## config.mk

```make
export PLATFORM = sky130hd
export DESIGN_NAME = uart_rx
export DESIGN_NICKNAME = d
export VERILOG_FILES = /design/src/rtl/uart_pkg.sv /design/src/rtl/uart_sync.sv /design/src/rtl/uart_rx.sv
export SDC_FILE = /design/constraint.sdc
export NUM_CORES = 1
export LEC_CHECK = 0
export CAP_MARGIN = 30
export CORE_UTILIZATION = 40
export DETAILED_ROUTE_END_ITERATION = 6
export GPL_ROUTABILITY_DRIVEN = 0
export PLACE_DENSITY = 0.6
export SYNTH_ARGS = -nofsm -noshare
export SYNTH_HDL_FRONTEND = slang
export SYNTH_SLANG_ARGS = --single-unit
```

## constraint.sdc

```tcl
create_clock -name clk -period 2.7 [get_ports clk]
set_clock_uncertainty 0.1 [all_clocks]
set_input_delay 0.675 -clock clk [delete_from_list [all_inputs] [get_ports clk]]
set_output_delay 0.675 -clock clk [all_outputs]
set_load 0.02 [all_outputs]
```

## src/rtl/uart_pkg.sv

```systemverilog
`default_nettype none
// ============================================================================
// Module   : uart_pkg
// Brief    : Shared UART definitions: receiver state encoding, default baud
//            divisor (common with the transmitter) and data width.
// Revision : 1.0 - initial release
// ============================================================================
package uart_pkg;

    // Default clock cycles per bit period, shared by uart_tx and uart_rx.
    localparam int DEFAULT_CLKS_PER_BIT = 2813;

    // Payload bits per frame.
    localparam int DATA_BITS = 8;

    // Receiver frame states. PARITY is only reachable in the 8E1 build.
    typedef enum logic [2:0] {
        IDLE   = 3'd0,
        START  = 3'd1,
        DATA   = 3'd2,
        PARITY = 3'd3,
        STOP   = 3'd4,
        BREAK  = 3'd5
    } uart_state_t;

endpackage : uart_pkg
`default_nettype wire

```

## src/rtl/uart_sync.sv

```systemverilog
`default_nettype none
// ============================================================================
// Module   : uart_sync
// Brief    : Parameterised metastability flop chain for one asynchronous
//            input. Resets to 1 so an idle-high line never looks active.
// Revision : 1.0 - initial release
// ============================================================================
module uart_sync #(
    parameter int STAGES = 2
) (
    input  logic clk,
    input  logic rst,
    input  logic i_async,
    output logic o_sync
);

    logic [STAGES-1:0] r_chain;

    // Reject chains too short to resolve metastability.
    if (STAGES < 2) begin : g_bad_stages
        $error("uart_sync: STAGES must be >= 2");
    end

    // Shift the raw input through the chain; the last stage is the safe copy.
    always_ff @(posedge clk or posedge rst) begin
        if (rst) begin
            r_chain <= '1;
        end else begin
            r_chain <= {r_chain[STAGES-2:0], i_async};
        end
    end

    assign o_sync = r_chain[STAGES-1];

endmodule : uart_sync
`default_nettype wire

```

## src/rtl/uart_rx.sv

```systemverilog
`default_nettype none
// ============================================================================
// Module   : uart_rx
// Brief    : 8N1 UART receiver with valid/ready byte output, frame-error and
//            overrun pulses. Define UART_RX_PARITY_EN to receive 8E1 frames
//            and report parity mismatches on parity_err.
// Revision : 1.0 - initial release
// ============================================================================
module uart_rx
    import uart_pkg::*;
#(
    parameter int CLKS_PER_BIT = DEFAULT_CLKS_PER_BIT,
    parameter int SYNC_STAGES  = 2
) (
    input  logic                 clk,
    input  logic                 rst,
    input  logic                 rx,
    output logic [DATA_BITS-1:0] rx_data,
    output logic                 rx_valid,
    input  logic                 rx_ready,
    output logic                 frame_err,
    output logic                 overrun,
    output logic                 parity_err
);

    // Baud counter sizing and the two sample points within a bit period.
    localparam int               c_cnt_w     = $clog2(CLKS_PER_BIT);
    localparam int               c_half      = CLKS_PER_BIT / 2;
    localparam logic [c_cnt_w-1:0] c_cnt_last = c_cnt_w'(CLKS_PER_BIT - 1);
    localparam logic [c_cnt_w-1:0] c_cnt_mid  = c_cnt_w'(c_half - 1);
    localparam logic [2:0]       c_bit_last  = 3'(DATA_BITS - 1);

    if (CLKS_PER_BIT < 4) begin : g_bad_clks
        $error("uart_rx: CLKS_PER_BIT must be >= 4");
    end

    // ------------------------------------------------------------------
    // Declarations
    // ------------------------------------------------------------------
    logic                 w_rx_s;

    uart_state_t          r_state;
    uart_state_t          w_state_nx;
    logic [c_cnt_w-1:0]   r_cnt;
    logic [c_cnt_w-1:0]   w_cnt_nx;
    logic [2:0]           r_bit;
    logic [2:0]           w_bit_nx;
    logic [DATA_BITS-1:0] r_shift;

    logic                 w_shift_en;
    logic                 w_stop_ok;
    logic                 w_stop_bad;

    logic [DATA_BITS-1:0] r_data;
    logic                 r_valid;
    logic                 r_frame_err;
    logic                 r_overrun;

`ifdef UART_RX_PARITY_EN
    logic                 w_par_en;
    logic                 r_par_bit;
    logic                 r_parity_err;
`endif

    // ------------------------------------------------------------------
    // Input synchroniser
    // ------------------------------------------------------------------
    uart_sync #(
        .STAGES (SYNC_STAGES)
    ) u_sync (
        .clk     (clk),
        .rst     (rst),
        .i_async (rx),
        .o_sync  (w_rx_s)
    );

    // ------------------------------------------------------------------
    // Frame FSM
    // ------------------------------------------------------------------

    // State, baud counter and bit index registers.
    always_ff @(posedge clk or posedge rst) begin
        if (rst) begin
            r_state <= IDLE;
            r_cnt   <= '0;
            r_bit   <= '0;
        end else begin
            r_state <= w_state_nx;
            r_cnt   <= w_cnt_nx;
            r_bit   <= w_bit_nx;
        end
    end

    // Next-state logic: start-bit qualification at mid-bit, then one sample
    // per full bit period so every later sample also lands mid-bit.
    always_comb begin
        w_state_nx = r_state;
        w_cnt_nx   = r_cnt + c_cnt_w'(1);
        w_bit_nx   = r_bit;
        w_shift_en = 1'b0;
        w_stop_ok  = 1'b0;
        w_stop_bad = 1'b0;
`ifdef UART_RX_PARITY_EN
        w_par_en   = 1'b0;
`endif
        case (r_state)
            IDLE: begin
                w_cnt_nx = '0;
                if (!w_rx_s) begin
                    w_state_nx = START;
                end
            end
            START: begin
                if (r_cnt == c_cnt_mid) begin
                    w_cnt_nx = '0;
                    w_bit_nx = '0;
                    // A line that is high again at mid-bit was only a glitch.
                    w_state_nx = w_rx_s ? IDLE : DATA;
                end
            end
            DATA: begin
                if (r_cnt == c_cnt_last) begin
                    w_cnt_nx   = '0;
                    w_shift_en = 1'b1;
                    w_bit_nx   = r_bit + 3'd1;
                    if (r_bit == c_bit_last) begin
`ifdef UART_RX_PARITY_EN
                        w_state_nx = PARITY;
`else
                        w_state_nx = STOP;
`endif
                    end
                end
            end
`ifdef UART_RX_PARITY_EN
            PARITY: begin
                if (r_cnt == c_cnt_last) begin
                    w_cnt_nx   = '0;
                    w_par_en   = 1'b1;
                    w_state_nx = STOP;
                end
            end
`endif
            STOP: begin
                if (r_cnt == c_cnt_last) begin
                    w_cnt_nx = '0;
                    if (w_rx_s) begin
                        w_stop_ok  = 1'b1;
                        w_state_nx = IDLE;
                    end else begin
                        w_stop_bad = 1'b1;
                        w_state_nx = BREAK;
                    end
                end
            end
            BREAK: begin
                // Hold here until the line idles so a long low level
                // reports a single frame error.
                w_cnt_nx = '0;
                if (w_rx_s) begin
                    w_state_nx = IDLE;
                end
            end
            default: begin
                w_cnt_nx   = '0;
                w_state_nx = IDLE;
            end
        endcase
    end

    // Data shift register, filled LSB-first.
    always_ff @(posedge clk or posedge rst) begin
        if (rst) begin
            r_shift <= '0;
        end else if (w_shift_en) begin
            r_shift <= {w_rx_s, r_shift[DATA_BITS-1:1]};
        end
    end

    // ------------------------------------------------------------------
    // Output register and status pulses
    // ------------------------------------------------------------------

    // Publish on a good stop bit; a pending byte is only replaced when it is
    // being taken in the same cycle, otherwise the new byte is dropped.
    always_ff @(posedge clk or posedge rst) begin
        if (rst) begin
            r_data      <= '0;
            r_valid     <= 1'b0;
            r_frame_err <= 1'b0;
            r_overrun   <= 1'b0;
        end else begin
            r_frame_err <= w_stop_bad;
            r_overrun   <= 1'b0;
            if (w_stop_ok) begin
                if (!r_valid || rx_ready) begin
                    r_data  <= r_shift;
                    r_valid <= 1'b1;
                end else begin
                    r_overrun <= 1'b1;
                end
            end else if (r_valid && rx_ready) begin
                r_valid <= 1'b0;
            end
        end
    end

`ifdef UART_RX_PARITY_EN
    // Capture the parity bit and flag an odd total on a well-framed byte;
    // a bad stop bit suppresses the parity report.
    always_ff @(posedge clk or posedge rst) begin
        if (rst) begin
            r_par_bit    <= 1'b0;
            r_parity_err <= 1'b0;
        end else begin
            if (w_par_en) begin
                r_par_bit <= w_rx_s;
            end
            r_parity_err <= w_stop_ok && (^{r_shift, r_par_bit});
        end
    end

    assign parity_err = r_parity_err;
`else
    assign parity_err = 1'b0;
`endif

    assign rx_data   = r_data;
    assign rx_valid  = r_valid;
    assign frame_err = r_frame_err;
    assign overrun   = r_overrun;

endmodule : uart_rx
`default_nettype wire

```

==> results of run 1 <==
==> per-stage QoR <==
stage | instances | worst slack, ns | hold slack, ns | total power (uW)
2_1_floorplan | 157 | 0.619 | 0.245 | 611
3_3_place_gp | 220 | 0.326 | 0.252 | 619
3_5_place_dp | 220 | 0.294 | 0.249 | 619
4_1_cts | 228 | 0.455 | 0.260 | 1110
5_1_grt | 228 | 0.314 | 0.265 | 1140
6_report | 228 | 0.470 | 0.258 | 1100
==> routing by layer <==
metal,up-vias,share of wire,GRT usage
li1,587,-,-
met1,584,0.49,0.199
met2,17,0.47,0.237
met3,6,0.023,0.0352
met4,0,0.017,0.0667
met5,-,0,0
==> logic make-up (layout without fill, tap and decap cells) <==
family	Yosys count	count (layout)	share of synthesized area
multiplexers	19	19	0.125
buffers and inverters	14	33	0.0385
AO/OA/AOI/OAI	12	12	0.0594
adder cells (fa/ha/maj)	5	5	0.0326
XOR/XNOR	10	10	0.0457
flip-flops	39	39	0.510
other	1	1	0.00196
AND/OR/NAND/NOR	57	57	0.187
==> registers in the layout, summed over array words and instances, names as in the netlist <==
signal / count
r_shift: 8
r_state: 3
rx_data: 8
u_sync.r_chain: 2
rx_valid: 1
frame_err: 1
overrun: 1
r_bit: 3
r_cnt: 12
==> worst register-to-register path, stage by stage (launching register included) <==
cell and delay (ns):
dfrtp_1 0.45, inv_1 0.09, ha_1 0.17, and4_1 0.24, nand3_1 0.13, or4b_4 0.62, mux2_4 0.34
==> final timing paths <==
path,from,endpoint,slack [ns],depth (start not counted)
hold / removal,u_sync.r_chain[0],u_sync.r_chain[1],0.26,0
hold reg to reg,u_sync.r_chain[0],u_sync.r_chain[1],0.26,0
setup reg to reg,r_cnt[0],rx_data[5],0.47,6
setup / recovery,r_cnt[0],rx_data[5],0.47,6
min in group asynchronous,rst,r_cnt[4],0.70,3
max in group asynchronous,rst,u_sync.r_chain[0],1.45,3
==> layout make-up <==
cell class | count | area, um^2 | share of cell area
clock buffers | 5 | 68.8 | 0.0311
clock inverters | 3 | 46.3 | 0.0209
inverters | 9 | 33.8 | 0.0153
multi-input cells | 104 | 866 | 0.391
flip-flops and latches | 39 | 978 | 0.442
well taps | 52 | 65.1 | 0.0294
repair buffers | 16 | 155 | 0.0701
==> placed cells by master (no fill, tap or decap), types with 4 or more instances in the layout <==
| cell | n |
|---|---|
| dfrtp_1 | 37 |
| clkdlybuf4s50_1 | 14 |
| mux2_2 | 8 |
| clkbuf_8 | 5 |
| nand3_1 | 5 |
| xor2_1 | 4 |
| mux2_4 | 8 |
| nor2_1 | 16 |
| ha_1 | 5 |
| inv_1 | 8 |
| xnor2_1 | 6 |
| nand2_1 | 10 |
==> power breakdown <==
| part | switching (uW) | internal (uW) |
|---|---|---|
| registers | 1.42 | 586 |
| logic | 13.4 | 5.53 |
| clock network | 212 | 278 |
==> flow_metrics.tcl, run 1 <==
set metrics [dict create \
    finalHoldViolations 0 \
    ant_nets 0 \
    max_freq_mhz 448 \
    first_pass_iters 6 \
    cts_buffer_depth 2 \
    cts-resized-gates 0 \
    start_kind "flop" \
    yosysTopAreaCellShare 0.483 \
    max_slew_margin 0.596 \
    syn-cell-area_um2 1920 \
    clkTransAtPathRegs_ns 0.08 \
    fill_cells 390 \
    maxCapViolCount 0 \
    critPathCaptureType "flop" \
    cp.arrival_ns 2.31 \
    viasPerCell 5.24 \
    grt_antenna_before_repair 0 \
    die_area_um2 5080 \
    clockRootBuffer "clkbuf_8" \
    grt_pass1_vias 1217 \
    htreeDepth 2 \
    crit_family "simple AND/OR/NAND/NOR gates" \
    layout-drive-gt1-share 0.233 \
    cts_made_buffers 5 \
    vias 1194 \
    ys_top_cells_by_count "dfrtp_1, nor2_1, nand2_1" \
    yosysUniqueCellTypes 47 \
    die_w_um 71.2 \
    p_leak_uw 0.00104 \
    cts_setup_buffers 0 \
    worst_slew_pin_slew_ns 0.605 \
    synth_area_per_cell_um2 12.2 \
    path_cells "inv_1 -> ha_1 -> and4_1 -> nand3_1 -> or4b_4 -> mux2_4" \
    core_um2 4470 \
    critPathMaxStageDelay_ns 0.62 \
    cp_max_fo 8 \
    num_rows 24 \
    drv_slew 0 \
    worstPathRequired_ns 2.78 \
    fin_crit_ns 2.23 \
    worstSetupPathType "flop to flop" \
    outcome "finished, violations left" \
    synth_fp_nets 166 \
    io_buffers 14 \
    rsz0062_at_grt "false" \
    fp.dieH_um 71.2 \
    wl_per_cell_um 14.4 \
    grt-ovfl-total 0 \
    violations "DRC" \
    hp-class "flop to flop" \
    seq_area_frac_synth 0.510 \
    antenna_cells 0 \
    synth_edf_count 0 \
    insertion_delay_ns 0.29 \
    drt_iter0_drc 105 \
    grt_pass1_wl_um 5890 \
    utilization 0.495 \
    dpl-instance-area_um2 2100 \
    postCtsHoldBufs 0 \
    fin_nets 184 \
    grt_max_degree 40 \
    design_area_um2 2210 \
    setup_viol_count_final 0 \
    wl_um 3280 \
    crit_buf_inv 1 \
    ys.flop_type "dfrtp_1" \
    cts_tree "done" \
    cts.sinks 39 \
    synthToLayoutAreaGrowth_pct 15.4 \
    num_io_pins 16 \
    peakVddDrop_v 0.000350 \
    pwr_density_cell_nw_per_um2 496 \
    ys_seq_elements 39 \
    fin_setup_tns_ns 0 \
    hpwl_um 2340 \
    start_util 0.429 \
    synth_async_sr_flop_share 1.00 \
    synth.most_common_cell "dfrtp_1" \
    synth.area.top_cells "dfrtp_1, mux2_4, mux2_2" \
    syn_inst 157 \
    critPathSlowestCell "or4b_4" \
    post-route-period-util 0.826 \
    yosys.area.top_type "dfrtp_1" \
    grt.total_usage 0.151 \
    drc 2 \
    yosys_warnings 0 \
]
(Power assumes the default switching activity.)
==> inputs of run 2 (changes only) <==
==> constraint.sdc (replaced) <==
create_clock -name clk -period 2.1 [get_ports clk]
set_clock_uncertainty 0.1 [all_clocks]
set_input_delay 0.525 -clock clk [delete_from_list [all_inputs] [get_ports clk]]
set_output_delay 0.525 -clock clk [all_outputs]
set_load 0.02 [all_outputs]
==> flow_metrics.tcl, run 2 (same netlist as run 1, synthesis figures left out) <==
set metrics [dict create \
    outcome "finished, violations left" \
    violations "DRC" \
    cts_made_buffers 5 \
    wl_um 3660 \
    rr_worst_depth 6 \
    cp_max_fo 3 \
    p_leak_uw 0.00119 \
    start_util 0.429 \
    antenna_cells 0 \
    reg2reg_to "r_bit[1]" \
    fin_crit_ns 2.08 \
    ant_nets 0 \
    grt_pass1_vias 1406 \
    clockRootBuffer "clkbuf_8" \
    path_cells "buf_6 -> ha_4 -> nand4b_1 -> or4_4 -> o41ai_4 -> mux2i_1" \
    grt_antenna_before_repair 0 \
    cts.sinks 39 \
    first_pass_iters 6 \
    die_w_um 71.2 \
    utilization 0.551 \
    regToRegStartpoint "r_cnt[0]" \
    num_io_pins 16 \
    multi_input_area_um2 906 \
    grt.total_usage 0.166 \
    hpwl_um 2590 \
    critPathCaptureType "flop" \
    worstSetupPathType "flop to flop" \
    max_freq_mhz 481 \
    rsz0062_at_grt "true" \
    mostFrequentLayoutCell "dfrtp_1" \
    grt-ovfl-total 0 \
    fin_nets 209 \
    drv_slew 0 \
    layout-drive-gt1-share 0.363 \
    setup_viol_count_final 0 \
    start_kind "flop" \
    busiest_layer "met2" \
    total_power_uw 1410 \
    vias 1309 \
    htreeDepth 2 \
    io_buffers 14 \
    use_met3 0.0408 \
    pwr_density_cell_nw_per_um2 571 \
    synthToLayoutAreaGrowth_pct 28.6 \
    met2_usage 0.286 \
    drt_iter0_drc 52 \
    die_area_um2 5080 \
    num_rows 24 \
    wl_per_cell_um 14.5 \
    critPathSlowestCell "or4_4" \
    hp-class "flop to flop" \
    maxCapViolCount 0 \
    grt_use_met1 0.201 \
    seq_area_um2 978 \
    insertion_delay_ns 0.29 \
    hold_end "u_sync.r_chain[1]" \
    drc 2 \
    cts_buffer_depth 2 \
    grt_pass1_wl_um 6480 \
    cts_tree "done" \
    layout_common_cells "dfrtp_1, buf_4, nor2_1" \
    worstPathRequired_ns 2.21 \
    finalHoldViolations 0 \
    cp.arrival_ns 2.19 \
    design_area_um2 2470 \
    fill_cells 363 \
    post-route-period-util 0.990 \
    viasPerCell 5.17 \
    hold_start "u_sync.r_chain[0]" \
    core_um2 4470 \
    largest_reg_flops 12 \
    critPathMaxStageDelay_ns 0.47 \
    r2r_slack_ns 0.02 \
    peakVddDrop_v 0.000387 \
    grt_max_degree 40 \
    dpl-instance-area_um2 2240 \
    fp.dieH_um 71.2 \
    min_path_cells 0 \
    clkTransAtPathRegs_ns 0.08 \
    largest_register "r_cnt" \
]
==> run 2: layout make-up <==
type,count,share of cell area
Sequential cell,39,0.397
Multi-Input combinational cell,104,0.367
Clock inverter,3,0.0177
Inverter,9,0.0137
Clock buffer,5,0.0279
Timing Repair Buffer,41,0.151
Tap cell,52,0.0264
==> run 2: worst max-delay path by stage <==
stage | startpoint | to | slack [ns] | cells after the start
2_1_floorplan | r_cnt[0] | rx_data[0] | 0.02 | 7
3_3_place_gp | rx_ready | rx_data[0] | -0.13 | 4
3_5_place_dp | rx_ready | rx_data[1] | -0.14 | 4
4_1_cts | r_cnt[0] | rx_data[1] | 0.009 | 6
5_1_grt | r_cnt[0] | r_bit[1] | -0.06 | 6
6_report | r_cnt[0] | r_bit[1] | 0.02 | 6
==> run 2: timing repair <==
action | CTS | global route
pin swaps | 3 | 4
setup endpoints to repair | 8 | 10
gates resized for setup | 5 | 6
hold buffers | 0 | 0
buffers inserted | 2 | 7
==> run 2: per-layer routing <==
metal  vias up  routed length, um
li1        632                  -
met1       650               1610
met2        20               1900
met3         7                100
met4         0                 51
met5         -                  0
==> run 2: metrics by stage <==
step	std cells	TNS (ns)	hold slack, ns	setup WS [ns]
after global placement	236	-0.999	0.249	-0.125
final	253	0	0.257	0.0203
after floorplan	157	0	0.245	0.0187
after detailed placement	236	-1.03	0.247	-0.139
after CTS	246	0	0.258	0.00908
after global routing	253	-0.180	0.262	-0.0592
==> run 2: power breakdown <==
group          leakage (uW)  switching [uW]  internal [uW]
logic              0.000607            17.8           9.74
clock network     0.0000581             273            354
registers          0.000523            1.99            754
==> run 2: critical path: cells and delay by family, from the launching register on <==
family | cells | cell delay (ns)
AND/OR/NAND/NOR | 2 | 0.57
flip-flops | 1 | 0.39
multiplexers | 1 | 0.23
buffers and inverters | 1 | 0.13
AO/OA/AOI/OAI | 1 | 0.47
adder cells (fa/ha/maj) | 1 | 0.12
==> inputs of run 3 (changes only) <==
--- a/config.mk
+++ b/config.mk
@@ -6,10 +6,10 @@
 export NUM_CORES = 1
 export LEC_CHECK = 0
 export CAP_MARGIN = 30
-export CORE_UTILIZATION = 40
+export CORE_UTILIZATION = 57
 export DETAILED_ROUTE_END_ITERATION = 6
 export GPL_ROUTABILITY_DRIVEN = 0
-export PLACE_DENSITY = 0.6
+export PLACE_DENSITY = 0.8
 export SYNTH_ARGS = -nofsm -noshare
 export SYNTH_HDL_FRONTEND = slang
 export SYNTH_SLANG_ARGS = --single-unit
==> flow_metrics.tcl, run 3 (same netlist as run 1, synthesis figures left out) <==
set metrics [dict create \
    peakVddDrop_v 0.000418 \
    clockRootBuffer "clkbuf_4" \
    antenna_cells 0 \
    r2r_slack_ns 0.02 \
    total_power_uw 1410 \
    critPathCaptureType "flop" \
    grt.total_usage 0.247 \
    cp.arrival_ns 2.24 \
    wl_um 3880 \
    num_rows 20 \
    cts_buffer_depth 2 \
    min_path_cells 0 \
    io_buffers 14 \
    post-route-period-util 0.991 \
    timing.hold.ws_ns 0.265 \
    vias 1334 \
    max_freq_mhz 480 \
    regToRegStartpoint "r_cnt[0]" \
    fin_crit_ns 2.08 \
    mostFrequentLayoutCell "dfrtp_1" \
    cp_max_fo 6 \
    postCtsHoldBufs 0 \
    maxCapViolCount 0 \
    start_util 0.613 \
    cts.sinks 39 \
    htreeDepth 2 \
    fp.dieH_um 60.0 \
    wl_per_cell_um 16.4 \
    num_io_pins 16 \
    drv_slew 0 \
    dpl-instance-area_um2 2230 \
    first_pass_iters 4 \
    design_area_um2 2390 \
    hold_start "u_sync.r_chain[0]" \
    worstPathRequired_ns 2.26 \
    cts_tree "done" \
    core_um2 3130 \
    die_w_um 60.0 \
    grt_max_degree 40 \
    grt-ovfl-total 0 \
    setup_viol_count_final 0 \
    largest_reg_flops 12 \
    fin_nets 201 \
    grt_pass1_wl_um 6420 \
    clkTransAtPathRegs_ns 0.11 \
    layout-drive-gt1-share 0.337 \
    synthToLayoutAreaGrowth_pct 24.4 \
    setup_ws_ns 0.0185 \
    worstSetupPathType "flop to flop" \
    insertion_delay_ns 0.35 \
    rr_worst_depth 6 \
    layout_common_cells "dfrtp_1, nor2_1, buf_4" \
    drt_iter0_drc 69 \
    hp-class "flop to flop" \
    drc 0 \
    reg2reg_to "r_bit[1]" \
    ant_nets 0 \
    pwr_density_cell_nw_per_um2 589 \
    grt_antenna_before_repair 0 \
    dp_slack_ns -0.131 \
    largest_register "r_cnt" \
    finalHoldViolations 0 \
    hpwl_um 2690 \
    cp-startpoint "r_cnt[0]" \
    rsz0062_at_grt "true" \
    start_kind "flop" \
    outcome "finished clean" \
    p_leak_uw 0.00114 \
    hold_end "u_sync.r_chain[1]" \
    grt_pass1_vias 1376 \
    cts_made_buffers 5 \
    viasPerCell 5.63 \
    die_area_um2 3600 \
]
run 3: worst max-delay path by stage:
stage / end / depth (start not counted)
2_1_floorplan: rx_data[0] / 7
3_3_place_gp: rx_data[0] / 4
3_5_place_dp: rx_data[0] / 4
4_1_cts: r_bit[1] / 6
5_1_grt: r_bit[1] / 6
6_report: r_bit[1] / 6
run 3: routing by layer:
metal,wire length [um],vias to the layer above,global-route usage
li1,-,619,-
met1,1610,668,0.294
met2,2020,35,0.421
met3,131,12,0.0606
met4,115,0,0.113
met5,0,-,0
run 3: power by group:
group	switching [uW]	internal, uW
logic	17.7	9.73
registers	2.18	754
clock network	252	370
run 3: what timing repair did:
| item | in CTS | in global routing |
|---|---|---|
| buffers inserted | 2 | 0 |
| pin swaps | 5 | 2 |
| hold endpoints to repair | 0 | 0 |
| endpoints found under the setup margin | 9 | 12 |
| gates resized for setup | 8 | 2 |
run 3: critical path, stage by stage, from the launching register on:
cell      delay, ns
dfrtp_1        0.40
buf_6          0.13
ha_1           0.17
nand4b_1       0.15
or4_4          0.47
o41ai_4        0.33
mux2i_1        0.25
run 3: layout make-up:
| cell class | count | area (um^2) |
|---|---|---|
| repair buffers | 33 | 312 |
| well taps | 44 | 55.1 |
| flip-flops and latches | 39 | 978 |
| fillers | 195 | 742 |
| inverters | 9 | 33.8 |
| clock buffers | 5 | 37.5 |
| clock inverters | 3 | 67.6 |
| multi-input cells | 104 | 902 |
run 3: metrics by stage:
step | cells | utilization | setup TNS, ns
floorplan | 157 | - | 0
global placement | 227 | 0.712 | -0.789
detailed placement | 227 | 0.712 | -0.980
CTS | 237 | 0.759 | 0
global route | 237 | 0.763 | -0.125
finish | 237 | 0.763 | 0
